File: src/rtl/button_in.sv
// Push-button / switch input block: synchronizes raw lines, debounces them,
// produces one-cycle edge pulses and sticky write-1-to-clear press events
// with a maskable interrupt request.
module button_in #(
  parameter int unsigned WIDTH           = 7,
  parameter int unsigned DEBOUNCE_CYCLES = 50000,
  parameter int unsigned SYNC_STAGES     = 2
) (
  input  logic             clk_i,
  input  logic             rst_i,
  input  logic [WIDTH-1:0] btn_i,
  input  logic [WIDTH-1:0] mask_i,
  input  logic [WIDTH-1:0] clr_i,
  output logic [WIDTH-1:0] level_o,
  output logic [WIDTH-1:0] rise_o,
  output logic [WIDTH-1:0] fall_o,
  output logic [WIDTH-1:0] event_o,
  output logic             irq_o
);

  localparam int unsigned CntW = $clog2(DEBOUNCE_CYCLES + 1);
  // Last count before acceptance; the acceptance edge itself is the D-th
  // differing sample.
  localparam logic [CntW-1:0] CntLast = CntW'(DEBOUNCE_CYCLES - 1);

  logic [WIDTH-1:0] sync_q [SYNC_STAGES];
  logic [CntW-1:0]  cnt_q  [WIDTH];
  logic [CntW-1:0]  cnt_d  [WIDTH];
  logic [WIDTH-1:0] sync_last;
  logic [WIDTH-1:0] level_q, level_d;
  logic [WIDTH-1:0] rise_q, rise_d;
  logic [WIDTH-1:0] fall_q, fall_d;
  logic [WIDTH-1:0] event_q, event_d;

  assign sync_last = sync_q[SYNC_STAGES-1];

  // Synchronizer chain: first stage samples the asynchronous pins.
  always_ff @(posedge clk_i) begin
    if (rst_i) begin
      for (int unsigned k = 0; k < SYNC_STAGES; k++) begin
        sync_q[k] <= '0;
      end
    end else begin
      sync_q[0] <= btn_i;
      for (int unsigned k = 1; k < SYNC_STAGES; k++) begin
        sync_q[k] <= sync_q[k-1];
      end
    end
  end

  // Per-bit debounce: count consecutive disagreeing samples, accept on the last one.
  always_comb begin
    level_d = level_q;
    for (int unsigned i = 0; i < WIDTH; i++) begin
      cnt_d[i] = '0;
      if (sync_last[i] != level_q[i]) begin
        if (cnt_q[i] == CntLast) begin
          level_d[i] = sync_last[i];
        end else begin
          cnt_d[i] = cnt_q[i] + CntW'(1);
        end
      end
    end
  end

  // Edge pulses and sticky events; a new press beats a simultaneous clear.
  always_comb begin
    rise_d  = level_d & ~level_q;
    fall_d  = ~level_d & level_q;
    event_d = rise_d | (event_q & ~clr_i);
  end

  // Debounce and output state registers.
  always_ff @(posedge clk_i) begin
    if (rst_i) begin
      for (int unsigned i = 0; i < WIDTH; i++) begin
        cnt_q[i] <= '0;
      end
      level_q <= '0;
      rise_q  <= '0;
      fall_q  <= '0;
      event_q <= '0;
    end else begin
      for (int unsigned i = 0; i < WIDTH; i++) begin
        cnt_q[i] <= cnt_d[i];
      end
      level_q <= level_d;
      rise_q  <= rise_d;
      fall_q  <= fall_d;
      event_q <= event_d;
    end
  end

  assign level_o = level_q;
  assign rise_o  = rise_q;
  assign fall_o  = fall_q;
  assign event_o = event_q;
  assign irq_o   = |(event_q & mask_i);

endmodule
File: config.mk
export PLATFORM = sky130hd
export DESIGN_NAME = button_in
export DESIGN_NICKNAME = d
export VERILOG_FILES = /design/src/rtl/button_in.sv
export SDC_FILE = /design/constraint.sdc
export NUM_CORES = 1
export LEC_CHECK = 0
export CORE_MARGIN = 5
export CORE_UTILIZATION = 52
export CTS_CLUSTER_DIAMETER = 100
export DETAILED_ROUTE_END_ITERATION = 16
export PLACE_DENSITY = 0.75
export SYNTH_ARGS = -nofsm -noshare
export SYNTH_HDL_FRONTEND = slang
export SYNTH_SLANG_ARGS = --single-unit
File: constraint.sdc
create_clock -name clk_i -period 2 [get_ports clk_i]
set_clock_uncertainty 0.2 [all_clocks]
set_input_delay 0.5 -clock clk_i [delete_from_list [all_inputs] [get_ports clk_i]]
set_output_delay 0.5 -clock clk_i [all_outputs]
set_load 0.01 [all_outputs]
==> results of run 1 <==
==> cells by family after synthesis <==
family | after synthesis | synth area share (%)
multiplexers | 7 | 1.11
buffers and inverters | 34 | 2.39
flip-flops | 154 | 48.7
AO/OA/AOI/OAI | 31 | 3.14
adder cells (fa/ha/maj) | 7 | 1.38
XOR/XNOR | 91 | 12.6
AND/OR/NAND/NOR | 365 | 30.7
==> worst register-to-register path: cells and delay by family, from the launching register on <==
family | cells | cell delay [ns]
DFF | 1 | 0.32
and+or+nand+nor | 4 | 1.48
==> worst max path at each step <==
stage                             from           end  slack, ns
after CTS                    mask_i[5]         irq_o      -0.14
after detailed placement     mask_i[3]         irq_o      -0.54
after global routing        event_o[3]         irq_o      -0.13
after floorplan           cnt_q[0][11]  cnt_q[0][15]       0.02
final                     cnt_q[0][11]     fall_o[0]      -0.06
after global placement       mask_i[3]         irq_o      -0.52
==> per-layer routing <==
metal,vias up,GRT usage (%)
met4,0,7.58
li1,2595,-
met1,2392,23.5
met3,21,6.17
met5,-,0
met2,97,32.3
==> what timing repair did <==
action,in CTS,in global routing
pin swaps,4,5
setup buffers,0,1
gates resized for setup,28,22
gates cloned,0,1
setup endpoints to repair,37,43
==> synthesized netlist by cell type (all sizes together) <==
master | n | area, sq um
and4b | 2 | 20.0
and3 | 11 | 70.1
nor4b | 6 | 52.6
a2bb2oi | 5 | 43.8
ha | 7 | 87.6
a21o | 1 | 7.51
o31ai | 3 | 22.5
nand2b | 20 | 125
nand2 | 31 | 119
nor4 | 23 | 174
clkbuf | 10 | 37.5
xor2 | 35 | 307
nor2 | 127 | 477
a21oi | 14 | 70.1
and2 | 8 | 50.1
or3 | 5 | 31.3
or2 | 8 | 50.1
dfxtp | 154 | 3080
inv | 19 | 71.3
mux2i | 7 | 70.1
or4b | 5 | 50.1
nor3 | 21 | 105
nand4 | 36 | 225
xnor2 | 56 | 490
nor2b | 14 | 87.6
a222oi | 1 | 10.0
nand3 | 31 | 155
and4 | 6 | 52.6
or4 | 5 | 41.3
nor4bb | 4 | 40.0
buf | 5 | 42.5
nand4b | 2 | 17.5
a211o | 1 | 10.0
a22oi | 2 | 15.0
o21ai | 4 | 20.0
==> metrics by stage <==
stage               util (%)  setup slack [ns]  hold WS [ns]
detailed placement      61.1            -0.543         0.231
global placement        61.1            -0.522         0.236
CTS                     66.3            -0.145         0.249
finish                  67.1           -0.0648         0.248
global route            67.1            -0.135         0.257
floorplan                  -            0.0155         0.214
==> flip-flops by register name, indices dropped and copies added (netlist names) <==
signal	flops
level_o	7
event_o	7
sync_q	14
rise_o	7
fall_o	7
cnt_q	112
==> layout make-up <==
class                      instances  area [sq um]  share of cell area (%)
clock buffer                      24           502                    6.25
clock inverter                     7           113                    1.40
inverter                          19          71.3                   0.889
multi-input combinational        502          3150                    39.2
sequential                       154          3090                    38.5
tap                              147           184                    2.29
timing repair buffer             100           917                    11.4
==> power by group <==
part / internal, uW / switching (uW)
registers: 3090 / 9.35
logic: 65.9 / 54.5
clock network: 2110 / 1180
==> flow_metrics.py, run 1 <==
metrics = {
    "synthesis": {
        "ys_types": 42,
        "netlist_area_sq_um": 6330,
        "post_synth.cell_area_avg_sq_um": 9.19,
        "synthCells": 689,
        "synth_nets": 719,
        "seq_area_frac_synth_pct": 48.7,
        "synth_warnings": 0,
        "ys_seq_elements": 154,
    },
    "worst_setup_path": {
        "worstPathMaxFanout": 6,
        "path_delay_family": "simple AND/OR/NAND/NOR gates",
        "crit_cells": 4,
        "worstSetupEndpointType": "flip-flop",
        "cp.arrival_ns": 2.22,
        "critPathMaxStageDelay_ns": 0.60,
        "r2r_setup_slack_ns": -0.06,
        "cp.required_ns": 2.15,
        "crit_path_start_kind": "flip-flop",
        "cpMaxStageDelayCell": "or4_4",
        "crit_type": "reg -> reg",
        "rr_endpoint": "fall_o[0]",
        "worst-r2r-cell-count": 4,
        "crit_buf_inv": 0,
        "crit_chain": "or4b_4, or4_4, or2_1, nor2_1",
        "r2r_start": "cnt_q[0][11]",
    },
    "cts": {
        "cts_buffer_depth": 2,
        "cts_tree": "yes",
        "clkTransAtPathRegs_ns": 0.06,
        "clock-root-buffer": "clkbuf_16",
        "cts-hold-fix-buffers": 0,
        "h-tree-depth": 4,
        "cts_buffers": 17,
        "clk-insertion-delay-late_ns": 0.43,
        "clock-sinks": 154,
    },
    "timing": {
        "hold_violations": 0,
        "slew_headroom_pct": 50.1,
        "max_freq_mhz": 484,
        "rsz0062_at_grt": "true",
        "tightestPinTransition_ns": 0.748,
        "setup_slack_ns": -0.0648,
        "finalWorstPathRequiredPeriod_ns": 2.06,
        "setup-violations-final": 10,
        "fin_crit_sh_pct": 103,
        "maxSlewViolCount": 0,
        "tns_ns": -0.327,
    },
    "route": {
        "drtIter0Drc": 328,
        "ant_nets": 0,
        "route.met3.wl_um": 647,
        "wl_mm": 13.3,
        "drt-met1-wl_mm": 5.91,
        "routed_via_density": 5.36,
        "first_pass_iters": 4,
        "dr_total_vias": 5105,
        "top_layer": "met4",
        "wire_per_inst_um": 14.0,
        "drcViolationCount": 0,
        "routed-wl-met2_mm": 6.49,
    },
    "layout": {
        "final_cell_area_sq_um": 8030,
        "layout_common_cells": "dfxtp_1 (148), nor2_1 (127), xnor2_1 (56)",
        "mostFrequentLayoutCell": "dfxtp_1",
        "area_growth_pct": 26.8,
        "final_layout_size_suffix_gt1_share_pct": 12.8,
        "insertedDiodeCount": 0,
        "nFillCells": 958,
        "fin_nets": 824,
        "final_cells": 953,
    },
    "power_and_ir_drop": {
        "p_per_area_nw_per_um2": 811,
        "p_leak_uw": 0.00305,
        "power.total_uw": 6510,
        "ir_drop_v": 0.000678,
    },
    "floorplanning": {
        "dieWidth_um": 120,
        "num_rows": 40,
        "io_pins": 52,
        "initial_core_util_pct": 52.9,
        "dieArea_sq_um": 14500,
        "die_height_um": 120,
        "core_sq_um": 12000,
    },
    "worst_hold_path": {
        "min_path_cells": 1,
        "min_to": "sync_q[0][12]",
        "min_from": "sync_q[0][5]",
        "hold_path.class": "reg -> reg",
    },
    "grt": {
        "grt_pass1_vias": 4922,
        "grtUsageTotal_pct": 19.5,
        "gr-total-overflow": 0,
        "grt_pass1_wl_mm": 22.6,
        "grt_max_degree": 21,
        "grt_antenna_before_repair": 0,
    },
    "placed_design": {
        "placed_cells": 920,
        "place_hpwl_mm": 9.38,
        "place_area_sq_um": 7310,
        "gp_congestion": 0.892,
        "port_buffers": 51,
    },
    "status": {
        "failed_checks": "negative setup slack",
        "status": "finished with violations",
    },
    "flow_run": {
        "maxCapViolations": 0,
    },
}
Note: power is estimated with default switching activity, not from simulation.
==> run 2, diff against run 1 <==
Settings changed: CELL_PAD_IN_SITES_DETAIL_PLACEMENT set to 0, CELL_PAD_IN_SITES_GLOBAL_PLACEMENT set to 2, CORE_UTILIZATION 52 to 33, PLACE_DENSITY 0.75 to 0.76, REMOVE_ABC_BUFFERS set to 1.
==> run 2 against run 1 <==
  * The flow still finishes with violations (negative setup slack)
  * Register-to-register slack improved by 0.03 ns
  * Sequential power barely moved
  * Clock power fell by 2%
  * Critical path depth rose by 1
  * Sequential cell count did not move
  * Via count fell by 1.5%
  * Power fell by 1.1%
  * Utilization fell by 23 points
  * Count of clock-buffer cells in the layout fell by 4
  * Design area rose by 2.3%
  * Die area rose by 52%
  * Critical path type unchanged
==> flow_metrics.py, run 2 (same netlist as run 1, synthesis figures left out) <==
metrics = {
    "timing": {
        "slew_headroom_pct": 40.8,
        "max_freq_mhz": 492,
        "tightestPinTransition_ns": 0.887,
        "maxSlewViolCount": 0,
        "fin_crit_sh_pct": 102,
        "tns_ns": -0.196,
        "setup-violations-final": 11,
        "hold_violations": 0,
        "setup_slack_ns": -0.0330,
        "fin_hold_ws_ns": 0.156,
        "finalWorstPathRequiredPeriod_ns": 2.03,
        "rsz0062_at_grt": "true",
    },
    "status": {
        "failed_checks": "negative setup slack",
        "status": "finished with violations",
    },
    "layout": {
        "final_layout_size_suffix_gt1_share_pct": 13.8,
        "largest_registers": "cnt_q: 112 flops, sync_q: 14 flops",
        "largest-register": "cnt_q",
        "fin_nets": 829,
        "nFillCells": 1839,
        "mostFrequentLayoutCell": "dfxtp_1",
        "area_growth_pct": 29.7,
        "largest_reg_flops": 112,
        "insertedDiodeCount": 0,
        "layout_common_cells": "dfxtp_1 (150), nor2_1 (124), xnor2_1 (56)",
        "final_cells": 1046,
    },
    "worst_setup_path": {
        "cp.required_ns": 2.11,
        "path_delay_family": "simple AND/OR/NAND/NOR gates",
        "crit_chain": "or4b_4, or4_4, buf_12, nand2_8, nor2_1",
        "cpMaxStageDelayCell": "or4_4",
        "crit_path_start_kind": "flip-flop",
        "worstSetupEndpointType": "flip-flop",
        "cp.arrival_ns": 2.14,
        "crit_type": "reg -> reg",
        "critPathMaxStageDelay_ns": 0.55,
        "worstPathMaxFanout": 7,
        "crit_buf_inv": 1,
    },
    "route": {
        "drtIter0Drc": 245,
        "wire_per_inst_um": 12.8,
        "dr_total_vias": 5028,
        "ant_nets": 0,
        "drcViolationCount": 0,
        "first_pass_iters": 4,
        "routed_via_density": 4.81,
        "wl_mm": 13.4,
    },
    "floorplanning": {
        "io_pins": 52,
        "core_sq_um": 18800,
        "die_height_um": 149,
        "initial_core_util_pct": 33.7,
        "num_rows": 50,
        "dieWidth_um": 149,
        "dieArea_sq_um": 22100,
    },
    "grt": {
        "grtUsageTotal_pct": 12.7,
        "grt_max_degree": 25,
        "gr-total-overflow": 0,
        "grt_pass1_vias": 4930,
        "grt_antenna_before_repair": 0,
        "grt_pass1_wl_mm": 23.1,
    },
    "cts": {
        "cts_buffer_depth": 2,
        "h-tree-depth": 4,
        "clock-root-buffer": "clkbuf_16",
        "clk-insertion-delay-late_ns": 0.42,
        "cts-hold-fix-buffers": 0,
        "clock-sinks": 154,
        "cts_tree": "yes",
        "cts_buffers": 17,
        "clkTransAtPathRegs_ns": 0.06,
    },
    "power_and_ir_drop": {
        "p_leak_uw": 0.00303,
        "ir_drop_v": 0.000582,
        "p_per_area_nw_per_um2": 784,
        "power.total_uw": 6440,
    },
    "placed_design": {
        "port_buffers": 51,
        "place_hpwl_mm": 9.74,
        "gp_congestion": 0.777,
        "placed_cells": 1011,
    },
    "flow_run": {
        "maxCapViolations": 0,
    },
    "worst_hold_path": {
        "hold_path.class": "in -> reg",
    },
}
[run 2: final cells by class]
| class | instances | area [sq um] | area share, % |
|---|---|---|---|
| flip-flops and latches | 154 | 3090 | 37.6 |
| clock buffers | 20 | 447 | 5.44 |
| inverters | 19 | 71.3 | 0.868 |
| clock inverters | 12 | 149 | 1.81 |
| multi-input cells | 502 | 3180 | 38.8 |
| repair buffers | 105 | 983 | 12.0 |
| well taps | 234 | 293 | 3.56 |
[run 2: worst register-to-register path: cells and delay by family, from the launching register on]
kind / cells / cell delay [ns]
buf+inv: 1 / 0.17
flops: 1 / 0.32
simple gates: 4 / 1.23
[run 2: metal layers]
| metal | wire (um) | part of all wire [%] | track usage [%] |
|---|---|---|---|
| met5 | 0 | 0 | 0 |
| met4 | 251 | 1.9 | 4.99 |
| met3 | 515 | 3.8 | 3.47 |
| met2 | 5980 | 44 | 19.5 |
| met1 | 6700 | 50 | 17.0 |
[run 2: path summary, 6_finish.rpt]
path | start | end | slack, ns | depth (start not counted)
worst min-delay path | rst_i | event_o[1] | 0.16 | 2
worst max register to register | cnt_q[0][11] | cnt_q[0][9] | -0.03 | 5
worst min register to register | sync_q[0][1] | sync_q[0][8] | 0.24 | 1
worst max-delay path | cnt_q[0][11] | cnt_q[0][9] | -0.03 | 5
[run 2: stage by stage]
stage / instance area, sq um / util, % / worst slack [ns]
global route: 8210 / 43.8 / -0.0740
global placement: 7490 / 39.9 / -0.539
detailed placement: 7490 / 39.9 / -0.552
finish: 8210 / 43.8 / -0.0330
floorplan: 6250 / - / 0.00638
CTS: 8080 / 43.0 / -0.156
[run 2: timing repair]
item,4_1_cts,5_1_grt
buffers inserted,0,2
hold endpoints to repair,0,0
gates cloned,0,1
setup endpoints to repair,33,39
pin swaps,3,11
gates resized for setup,25,29
[run 2: report_power, final]
part           internal (uW)  switching (uW)
clock                   1990            1230
combinational           73.4            58.1
sequential              3090            8.23
==> run 3, diff against run 2 <==
Settings changed: CTS_CLUSTER_SIZE set to 10.
==> results of run 3 <==
Final layout, timing and power as in run 2 (identical DEF).
